[config.mk]
export PLATFORM = sky130hd
export DESIGN_NAME = ama_riscv_mem_arb_flat
export DESIGN_NICKNAME = d
export VERILOG_FILES = /design/src/rtl/ama_riscv_pkg.sv /design/src/rtl/ama_riscv_mem_arb_if.sv /design/src/rtl/ama_riscv_rr_arb.sv /design/src/rtl/ama_riscv_mem_arb.sv /design/src/flat_wrapper.sv
export SDC_FILE = /design/constraint.sdc
export NUM_CORES = 1
export LEC_CHECK = 0
export CORE_AREA = 2 2 112 114
export DETAILED_ROUTE_END_ITERATION = 10
export DIE_AREA = 0 0 114 116
export GPL_TIMING_DRIVEN = 0
export PLACE_DENSITY = 0.74
export SLEW_MARGIN = 20
export SYNTH_ARGS = -nofsm -noshare
export SYNTH_HDL_FRONTEND = slang
export SYNTH_SLANG_ARGS = --single-unit
[constraint.sdc]
create_clock -name clk -period 1.2 [get_ports clk]
set_input_delay 0.3 -clock clk [delete_from_list [all_inputs] [get_ports clk]]
set_output_delay 0.3 -clock clk [all_outputs]
set_load 0.01 [all_outputs]
[src/rtl/ama_riscv_pkg.sv]
// Shared constants and types for the main-memory arbiter.
package ama_riscv_pkg;

    localparam int MEM_ADDR_BUS = 32;
    localparam int MEM_DATA_BUS = 32;

    typedef enum logic [1:0] {
        IDLE = 2'd0,
        MREQ = 2'd1,
        MRSP = 2'd2
    } arb_state_t;

    // Index width for a channel count, never narrower than one bit.
    function automatic int idx_w(input int n);
        return (n > 1) ? $clog2(n) : 1;
    endfunction

endpackage

[src/rtl/ama_riscv_mem_arb_if.sv]
// Requester-side and memory-side bus bundle for ama_riscv_mem_arb.
interface ama_riscv_mem_arb_if
    import ama_riscv_pkg::*;
#(
    parameter int CH = 2,
    parameter int AW = MEM_ADDR_BUS,
    parameter int DW = MEM_DATA_BUS
);
    logic [CH-1:0]         req_valid;
    logic [CH-1:0]         req_ready;
    logic [CH-1:0][AW-1:0] req_addr;
    logic [CH-1:0]         req_we;
    logic [CH-1:0][DW-1:0] req_wdata;
    logic [CH-1:0]         rsp_valid;
    logic [CH-1:0]         rsp_ready;
    logic [DW-1:0]         rsp_data;

    logic                  mem_req_valid;
    logic                  mem_req_ready;
    logic [AW-1:0]         mem_req_addr;
    logic                  mem_req_we;
    logic [DW-1:0]         mem_req_wdata;
    logic                  mem_rsp_valid;
    logic                  mem_rsp_ready;
    logic [DW-1:0]         mem_rsp_data;

    modport slave (
        input  req_valid, req_addr, req_we, req_wdata, rsp_ready,
               mem_req_ready, mem_rsp_valid, mem_rsp_data,
        output req_ready, rsp_valid, rsp_data,
               mem_req_valid, mem_req_addr, mem_req_we, mem_req_wdata, mem_rsp_ready
    );

    modport master (
        output req_valid, req_addr, req_we, req_wdata, rsp_ready,
               mem_req_ready, mem_rsp_valid, mem_rsp_data,
        input  req_ready, rsp_valid, rsp_data,
               mem_req_valid, mem_req_addr, mem_req_we, mem_req_wdata, mem_rsp_ready
    );

endinterface

[src/rtl/ama_riscv_rr_arb.sv]
// Grant picker: cyclic search from ptr with AMA_RISCV_MEM_ARB_RR_EN,
// otherwise fixed priority (lowest index wins, ptr held at 0).
module ama_riscv_rr_arb
    import ama_riscv_pkg::*;
#(
    parameter int CH = 2
) (
    input  logic                  clk,
    input  logic                  rst,
    input  logic [CH-1:0]         req_i,
    input  logic                  adv_i,
    output logic [CH-1:0]         gnt_o,
    output logic [idx_w(CH)-1:0]  gnt_idx_o
);
    localparam int IW = idx_w(CH);

    logic [IW-1:0] ptr;

`ifdef AMA_RISCV_MEM_ARB_RR_EN
    logic [IW-1:0] ptr_q;
    logic [IW-1:0] ptr_d;

    always_comb begin
        ptr_d = (int'(gnt_idx_o) == CH - 1) ? '0 : gnt_idx_o + 1'b1;
    end

    always_ff @(posedge clk) begin
        if (rst)        ptr_q <= '0;
        else if (adv_i) ptr_q <= ptr_d;
    end

    assign ptr = ptr_q;
`else
    logic unused_rr;
    assign unused_rr = ^{clk, rst, adv_i};
    assign ptr = '0;
`endif

    always_comb begin
        logic [IW-1:0] idx;
        logic          found;
        gnt_o     = '0;
        gnt_idx_o = '0;
        found     = 1'b0;
        idx       = '0;
        for (int i = 0; i < CH; i++) begin
            idx = IW'((int'(ptr) + i) % CH);
            if (!found && req_i[idx]) begin
                found      = 1'b1;
                gnt_o[idx] = 1'b1;
                gnt_idx_o  = idx;
            end
        end
    end

endmodule

[src/rtl/ama_riscv_mem_arb.sv]
// CH-channel arbiter in front of the single-ported main memory; one
// transaction in flight. Round-robin under AMA_RISCV_MEM_ARB_RR_EN.
module ama_riscv_mem_arb
    import ama_riscv_pkg::*;
#(
    parameter int CH = 2,
    parameter int AW = MEM_ADDR_BUS,
    parameter int DW = MEM_DATA_BUS
) (
    input  logic               clk,
    input  logic               rst,
    ama_riscv_mem_arb_if.slave bus
);
    localparam int IW = idx_w(CH);

    arb_state_t    state_q, state_d;
    logic [IW-1:0] owner_q;
    logic [AW-1:0] addr_q;
    logic          we_q;
    logic [DW-1:0] wdata_q;

    logic [CH-1:0] gnt_oh;
    logic [IW-1:0] gnt_idx;
    logic          accept;

    ama_riscv_rr_arb #(.CH(CH)) u_arb (
        .clk       (clk),
        .rst       (rst),
        .req_i     (bus.req_valid),
        .adv_i     (accept),
        .gnt_o     (gnt_oh),
        .gnt_idx_o (gnt_idx)
    );

    always_comb begin
        state_d           = state_q;
        accept            = 1'b0;
        bus.req_ready     = '0;
        bus.rsp_valid     = '0;
        bus.mem_req_valid = 1'b0;
        bus.mem_rsp_ready = 1'b0;
        if (!rst) begin
            case (state_q)
                IDLE: begin
                    bus.req_ready = gnt_oh;
                    if (|bus.req_valid) begin
                        accept  = 1'b1;
                        state_d = MREQ;
                    end
                end
                MREQ: begin
                    bus.mem_req_valid = 1'b1;
                    if (bus.mem_req_ready) state_d = we_q ? IDLE : MRSP;
                end
                MRSP: begin
                    // Zero-latency pass-through to the owning channel only.
                    bus.rsp_valid[owner_q] = bus.mem_rsp_valid;
                    bus.mem_rsp_ready      = bus.rsp_ready[owner_q];
                    if (bus.mem_rsp_valid && bus.rsp_ready[owner_q]) state_d = IDLE;
                end
                default: state_d = IDLE;
            endcase
        end
    end

    always_ff @(posedge clk) begin
        if (rst) begin
            state_q <= IDLE;
            owner_q <= '0;
            addr_q  <= '0;
            we_q    <= 1'b0;
            wdata_q <= '0;
        end else begin
            state_q <= state_d;
            if (accept) begin
                owner_q <= gnt_idx;
                addr_q  <= bus.req_addr[gnt_idx];
                we_q    <= bus.req_we[gnt_idx];
                wdata_q <= bus.req_wdata[gnt_idx];
            end
        end
    end

    assign bus.mem_req_addr  = addr_q;
    assign bus.mem_req_we    = we_q;
    assign bus.mem_req_wdata = wdata_q;
    assign bus.rsp_data      = bus.mem_rsp_data;

endmodule

[src/flat_wrapper.sv]
// flat-port wrapper written by rule: the top's interface ports become plain ports
module ama_riscv_mem_arb_flat import ama_riscv_pkg::*;
#(
    parameter int CH = 2,
    parameter int AW = MEM_ADDR_BUS,
    parameter int DW = MEM_DATA_BUS
)
  (clk, rst, bus_req_valid, bus_req_addr, bus_req_we, bus_req_wdata, bus_rsp_ready, bus_mem_req_ready, bus_mem_rsp_valid, bus_mem_rsp_data, bus_req_ready, bus_rsp_valid, bus_rsp_data, bus_mem_req_valid, bus_mem_req_addr, bus_mem_req_we, bus_mem_req_wdata, bus_mem_rsp_ready);
  ama_riscv_mem_arb_if #(.CH(CH), .AW(AW), .DW(DW)) bus_i ();
  input  logic clk;
  input  logic rst;
  input wire logic [$bits(bus_i.req_valid)-1:0] bus_req_valid;
  input wire logic [$bits(bus_i.req_addr)-1:0] bus_req_addr;
  input wire logic [$bits(bus_i.req_we)-1:0] bus_req_we;
  input wire logic [$bits(bus_i.req_wdata)-1:0] bus_req_wdata;
  input wire logic [$bits(bus_i.rsp_ready)-1:0] bus_rsp_ready;
  input wire logic [$bits(bus_i.mem_req_ready)-1:0] bus_mem_req_ready;
  input wire logic [$bits(bus_i.mem_rsp_valid)-1:0] bus_mem_rsp_valid;
  input wire logic [$bits(bus_i.mem_rsp_data)-1:0] bus_mem_rsp_data;
  output wire logic [$bits(bus_i.req_ready)-1:0] bus_req_ready;
  output wire logic [$bits(bus_i.rsp_valid)-1:0] bus_rsp_valid;
  output wire logic [$bits(bus_i.rsp_data)-1:0] bus_rsp_data;
  output wire logic [$bits(bus_i.mem_req_valid)-1:0] bus_mem_req_valid;
  output wire logic [$bits(bus_i.mem_req_addr)-1:0] bus_mem_req_addr;
  output wire logic [$bits(bus_i.mem_req_we)-1:0] bus_mem_req_we;
  output wire logic [$bits(bus_i.mem_req_wdata)-1:0] bus_mem_req_wdata;
  output wire logic [$bits(bus_i.mem_rsp_ready)-1:0] bus_mem_rsp_ready;
  assign bus_i.req_valid = bus_req_valid;
  assign bus_i.req_addr = bus_req_addr;
  assign bus_i.req_we = bus_req_we;
  assign bus_i.req_wdata = bus_req_wdata;
  assign bus_i.rsp_ready = bus_rsp_ready;
  assign bus_i.mem_req_ready = bus_mem_req_ready;
  assign bus_i.mem_rsp_valid = bus_mem_rsp_valid;
  assign bus_i.mem_rsp_data = bus_mem_rsp_data;
  assign bus_req_ready = bus_i.req_ready;
  assign bus_rsp_valid = bus_i.rsp_valid;
  assign bus_rsp_data = bus_i.rsp_data;
  assign bus_mem_req_valid = bus_i.mem_req_valid;
  assign bus_mem_req_addr = bus_i.mem_req_addr;
  assign bus_mem_req_we = bus_i.mem_req_we;
  assign bus_mem_req_wdata = bus_i.mem_req_wdata;
  assign bus_mem_rsp_ready = bus_i.mem_rsp_ready;
  ama_riscv_mem_arb #(.CH(CH), .AW(AW), .DW(DW)) u_core (.clk(clk), .rst(rst), .bus(bus_i));
endmodule
**Yosys cells after proc, flatten, opt, wreduce, memory -nomap -nowiden**

Index checks and enable logic that the tools add are counted.

- Register bits after elaboration: 68
- Bits of input ports: 170
- Output and inout port bits: 103

- Magnitude comparators: 3
- Equality and inequality tests: 5
- Multiplexer cells: 30
- Bitwise operators: 1
- Reductions and logical operators: 7

Operators by type and width:

| cell | count |
|---|---|
| $mux 32 | 4 |
| $mux 2 | 9 |
| $mux 1 | 15 |
| $pmux 2 s3 | 1 |
| $lt 1x2->1 const B | 2 |
| $ne 2x1->1 const B | 2 |
| $logic_and 1x1->1 | 3 |
| $reduce_and 3->1 | 1 |
| $and 2x2->2 | 1 |
| $eq 2x1->1 const B | 1 |
| $eq 2x2->1 const B | 1 |
| $logic_not 2->1 | 1 |
| $ne 2x2->1 const B | 1 |
| $reduce_or 2->1 | 1 |
| $demux 1 s1 | 1 |
| $ge 1x1->1 const B | 1 |
| $logic_not 1->1 | 1 |

**Longest topological paths before layout**

- Depth in word-level cells: 7
- Depth in mapped cells: 6
- Depth with buffers taken out: 3

**Cells and area by module**

From an unflattened synthesis, not the netlist that was laid out.

- Cells, all modules: 362
- Area, all modules: 3,525.9 um^2

Modules (own cells, without submodules):

| module | instances | cells an instance | area each (um^2) |
|---|---|---|---|
| ama_riscv_mem_arb | 1 | 359 | 3,497.1 |
| ama_riscv_rr_arb | 1 | 3 | 28.8 |

**Worst setup path before layout**

OpenSTA, ideal clock, no wires.

- Path type: input -> output
- From: input bus_req_valid[0]
- To: output bus_req_ready[1]
- Arrival: 1.213 ns
- Required time: 0.900 ns
- Slack: -0.313 ns
- Cell stages on the path: 5
- Cells stage by stage: nand2b_1 -> buf_2 -> buf_6 -> buf_4 -> nor4_1

- Word-level cells in the longest chain between the ends: 6

Ends and longest elaborated chain:

| item | line | text |
|---|---|---|
| from (decl) | flat_wrapper.sv:12 | `input wire logic [$bits(bus_i.req_valid)-1:0] bus_req_valid;` |
| $mux 1 | ama_riscv_rr_arb.sv:48 | `if (!found && req_i[idx]) begin` |
| $logic_not 1->1 | ama_riscv_rr_arb.sv:48 |  |
| $logic_and 1x1->1 | ama_riscv_rr_arb.sv:48 |  |
| $mux 2 | ama_riscv_rr_arb.sv:48 |  |
| $mux 2 | ama_riscv_mem_arb.sv:43 | `case (state_q)` |
| $mux 2 | ama_riscv_mem_arb.sv:42 | `if (!rst) begin` |
| to (decl) | flat_wrapper.sv:20 | `output wire logic [$bits(bus_i.req_ready)-1:0] bus_req_ready;` |

No other way between the ends.

**Final worst setup path**

- From: register u_core.state_q[1]
- To: output bus_rsp_valid[0]

- Word-level cells in the longest chain between the ends: 3

Ends and longest elaborated chain:

| item | line | text |
|---|---|---|
| from (decl) | ama_riscv_mem_arb.sv:16 | `arb_state_t state_q, state_d;` |
| from (signal assigned) | ama_riscv_mem_arb.sv:74 | `state_q <= state_d;` |
| $eq 2x2->1 | ama_riscv_mem_arb.sv:43 |  |
| $mux 2 | ama_riscv_mem_arb.sv:43 |  |
| $mux 2 | ama_riscv_mem_arb.sv:42 |  |
| to (decl) | flat_wrapper.sv:21 | `output wire logic [$bits(bus_i.rsp_valid)-1:0] bus_rsp_valid;` |

No other way between the ends.

==> results.toml <==
[status]
status = "finished, violations left"
violations = "negative setup slack"

[drt]
firstDrtPassIters = 4
totalWireLength_um = 14020
wl_per_cell_um = 17.66
drt_iter0_drc = 120
drc = 0
ant_nets = 0
vias_per_cell = 4.903
vias = 3893

[critical_path]
cpPeakStageDelay_ps = 380
worst-setup-path-type = "flip-flop to output port"
cp-start-kind = "flip-flop"
critPathMaxFanout = 5
crit_slowest_cell = "dfxtp_4"
critPathRequiredTime_ps = 900
cp-end-kind = "output port"
path_cells = "buf_6 -> nand2b_4 -> nor4_4 -> buf_2"
arrival_ps = 1290

[floorplanning]
num_rows = 40
core_um2 = 11910
die_area_um2 = 13220
die_w_um = 114
start_util = 0.3069
die_h_um = 116
ioPinCount = 273

[finish]
final-instance-count-excl-fill = 794
final_common_cell = "clkdlybuf4s50_1"
antenna_cells = 0
final_area_um2 = 7471
mostFrequentLayoutCells = "clkdlybuf4s50_1, a211oi_2, mux2i_1"
fin_nets = 813
syn2layout_area_growth_pct = 104.3
drive_gt1_frac = 0.5008

[logic_synthesis]
synth_cell_types = 24
synth-xor-area-share = 0
synthCells = 357
ys_warn_count = 0
yosys.area_share.simple = 0.03354
syn_nets = 527
synthTopCellsByArea = "dfxtp_1, mux2i_1, a211oi_2"
synthMuxAreaShare = 0.1807
synth_top_area_frac = 0.3723
synthAdderAreaFrac = 0
ys_seq_area_frac = 0.3723
synth_top_family_by_area = "compound AO/OA/AOI/OAI gates"
netlist_area_um2 = 3656
yosys.area.top_type = "dfxtp_1"
syn_avg_cell_area_um2 = 10.24
synth_compound_area_frac = 0.2847
synth_seq_cells = 68

[clock_network]
ctsHoldBuffers = 0
clkTransAtPathRegs_ps = 60
worstSkewPairLatency_ps = 310
cts_made_buffers = 9
cts_buffer_depth = 2
htreeDepth = 3
cts_tree = "yes"
cts.sinks = 68
root_buffer = "clkbuf_16"

[placed_design]
place_ws_ps = -1276
post_dp_cell_area_um2 = 6481
port-buffer-count = 240
dp_hpwl_um = 9771
place_congestion = 0.6863
dpl.cell_count = 744

[sta]
hold_violations = 0
worst_slack_ps = -385.0
rsz0062_at_grt = "yes"
finClkSkew_ps = 6.560
worst_pin_slew_ps = 715.0
fmax_mhz = 630.9
holdWs_ps = 434.8
slew_violations = 0
layout_min_cycle_time_ps = 1585
relSlewSlack = 0.5233
tns_ps = -20790
setup_viol = 74
fin_crit_sh = 1.321

[pwr]
p_leak_nw = 3.389
powerDensity_nw_per_um2 = 1136
peakVddDrop_mv = 0.6074

[grt]
grt_pass1_vias = 3765
grt_max_degree = 11
grt_pass1_wl_um = 19290
antenna_found_initial = 0
groute.usage.overall = 0.1853
grt_remaining_overflow = 0

[hold_path]
hp-class = "input port to flip-flop"

[run]
max_cap_viol_count = 0
==> routing by layer <==
layer | part of all wire | track usage
met1 | 0.39 | 0.2050
met3 | 0.072 | 0.04498
met4 | 0.0079 | 0.04553
met2 | 0.53 | 0.3556
met5 | 0 | 0
==> cells by family (layout without fill, tap and decap cells) <==
family,count (synthesis),after routing
buffers and inverters,71,361
muxes,66,66
AOI/OAI and AO/OA,133,133
and+or+nand+nor,19,19
DFF,68,68
==> cell type report <==
class,instances,area [µm²]
plain buffers,69,693.2
clock buffers,13,260.3
clock inverters,2,10.01
fillers,984,4441
inverters,1,3.754
multi-input cells,218,2180
flip-flops and latches,68,1394
well taps,147,183.9
repair buffers,276,2746
==> path summary, 6_finish.rpt <==
path / from / to / slack [ps] / cells past startpoint
max reg2reg: u_core.state_q[0] / u_core.bus.mem_req_addr[8] / -320 / 7
min reg2reg: u_core.bus.mem_req_addr[16] / u_core.bus.mem_req_addr[16] / 510 / 2
max: u_core.state_q[1] / bus_rsp_valid[0] / -390 / 4
min: bus_req_valid[1] / u_core.owner_q / 430 / 3
==> worst max-delay path, delay by kind of cell, from the launching register on <==
family | cells | cell delay (ps)
flops | 1 | 380
simple gates | 2 | 310
buf+inv | 2 | 280
==> report_power, final <==
group,internal (W),switching [W]
clock network,0.00149,0.000929
logic,0.00192,0.00140
registers,0.00256,0.000185
total,0.00597,0.00252
==> registers in the layout (all words and copies together), names as in the netlist <==
name and cells:
u_core.state_q 2, u_core.bus.mem_req_we 1, u_core.owner_q 1, u_core.bus.mem_req_addr 32, u_core.bus.mem_req_wdata 32
==> synthesized netlist by cell type (all sizes together) <==
library cell,instances
nor3,4
inv,1
or2,3
mux2i,66
buf,58
o21bai,1
a21oi,66
nor4,2
a2111oi,1
nand2b,3
dfxtp,68
clkbuf,12
nor2,3
nor4b,1
and2,2
nor2b,1
a211oi,65
==> per-stage QoR <==
stage,power (W),util
2_1_floorplan,0.004171,-
3_3_place_gp,0.005483,0.5441
3_5_place_dp,0.005550,0.5441
4_1_cts,0.008114,0.5898
5_1_grt,0.008861,0.6272
6_report,0.008489,0.6272
==> timing repair <==
action / in CTS / in global routing
pin swaps: 5 / 6
cloned: 1 / 10
endpoints found under the setup margin: 147 / 128
endpoints found under the hold margin: 0 / 0
resized for setup: 326 / 101
buffers inserted: 16 / 9
Note: power is estimated with default switching activity, not from simulation.
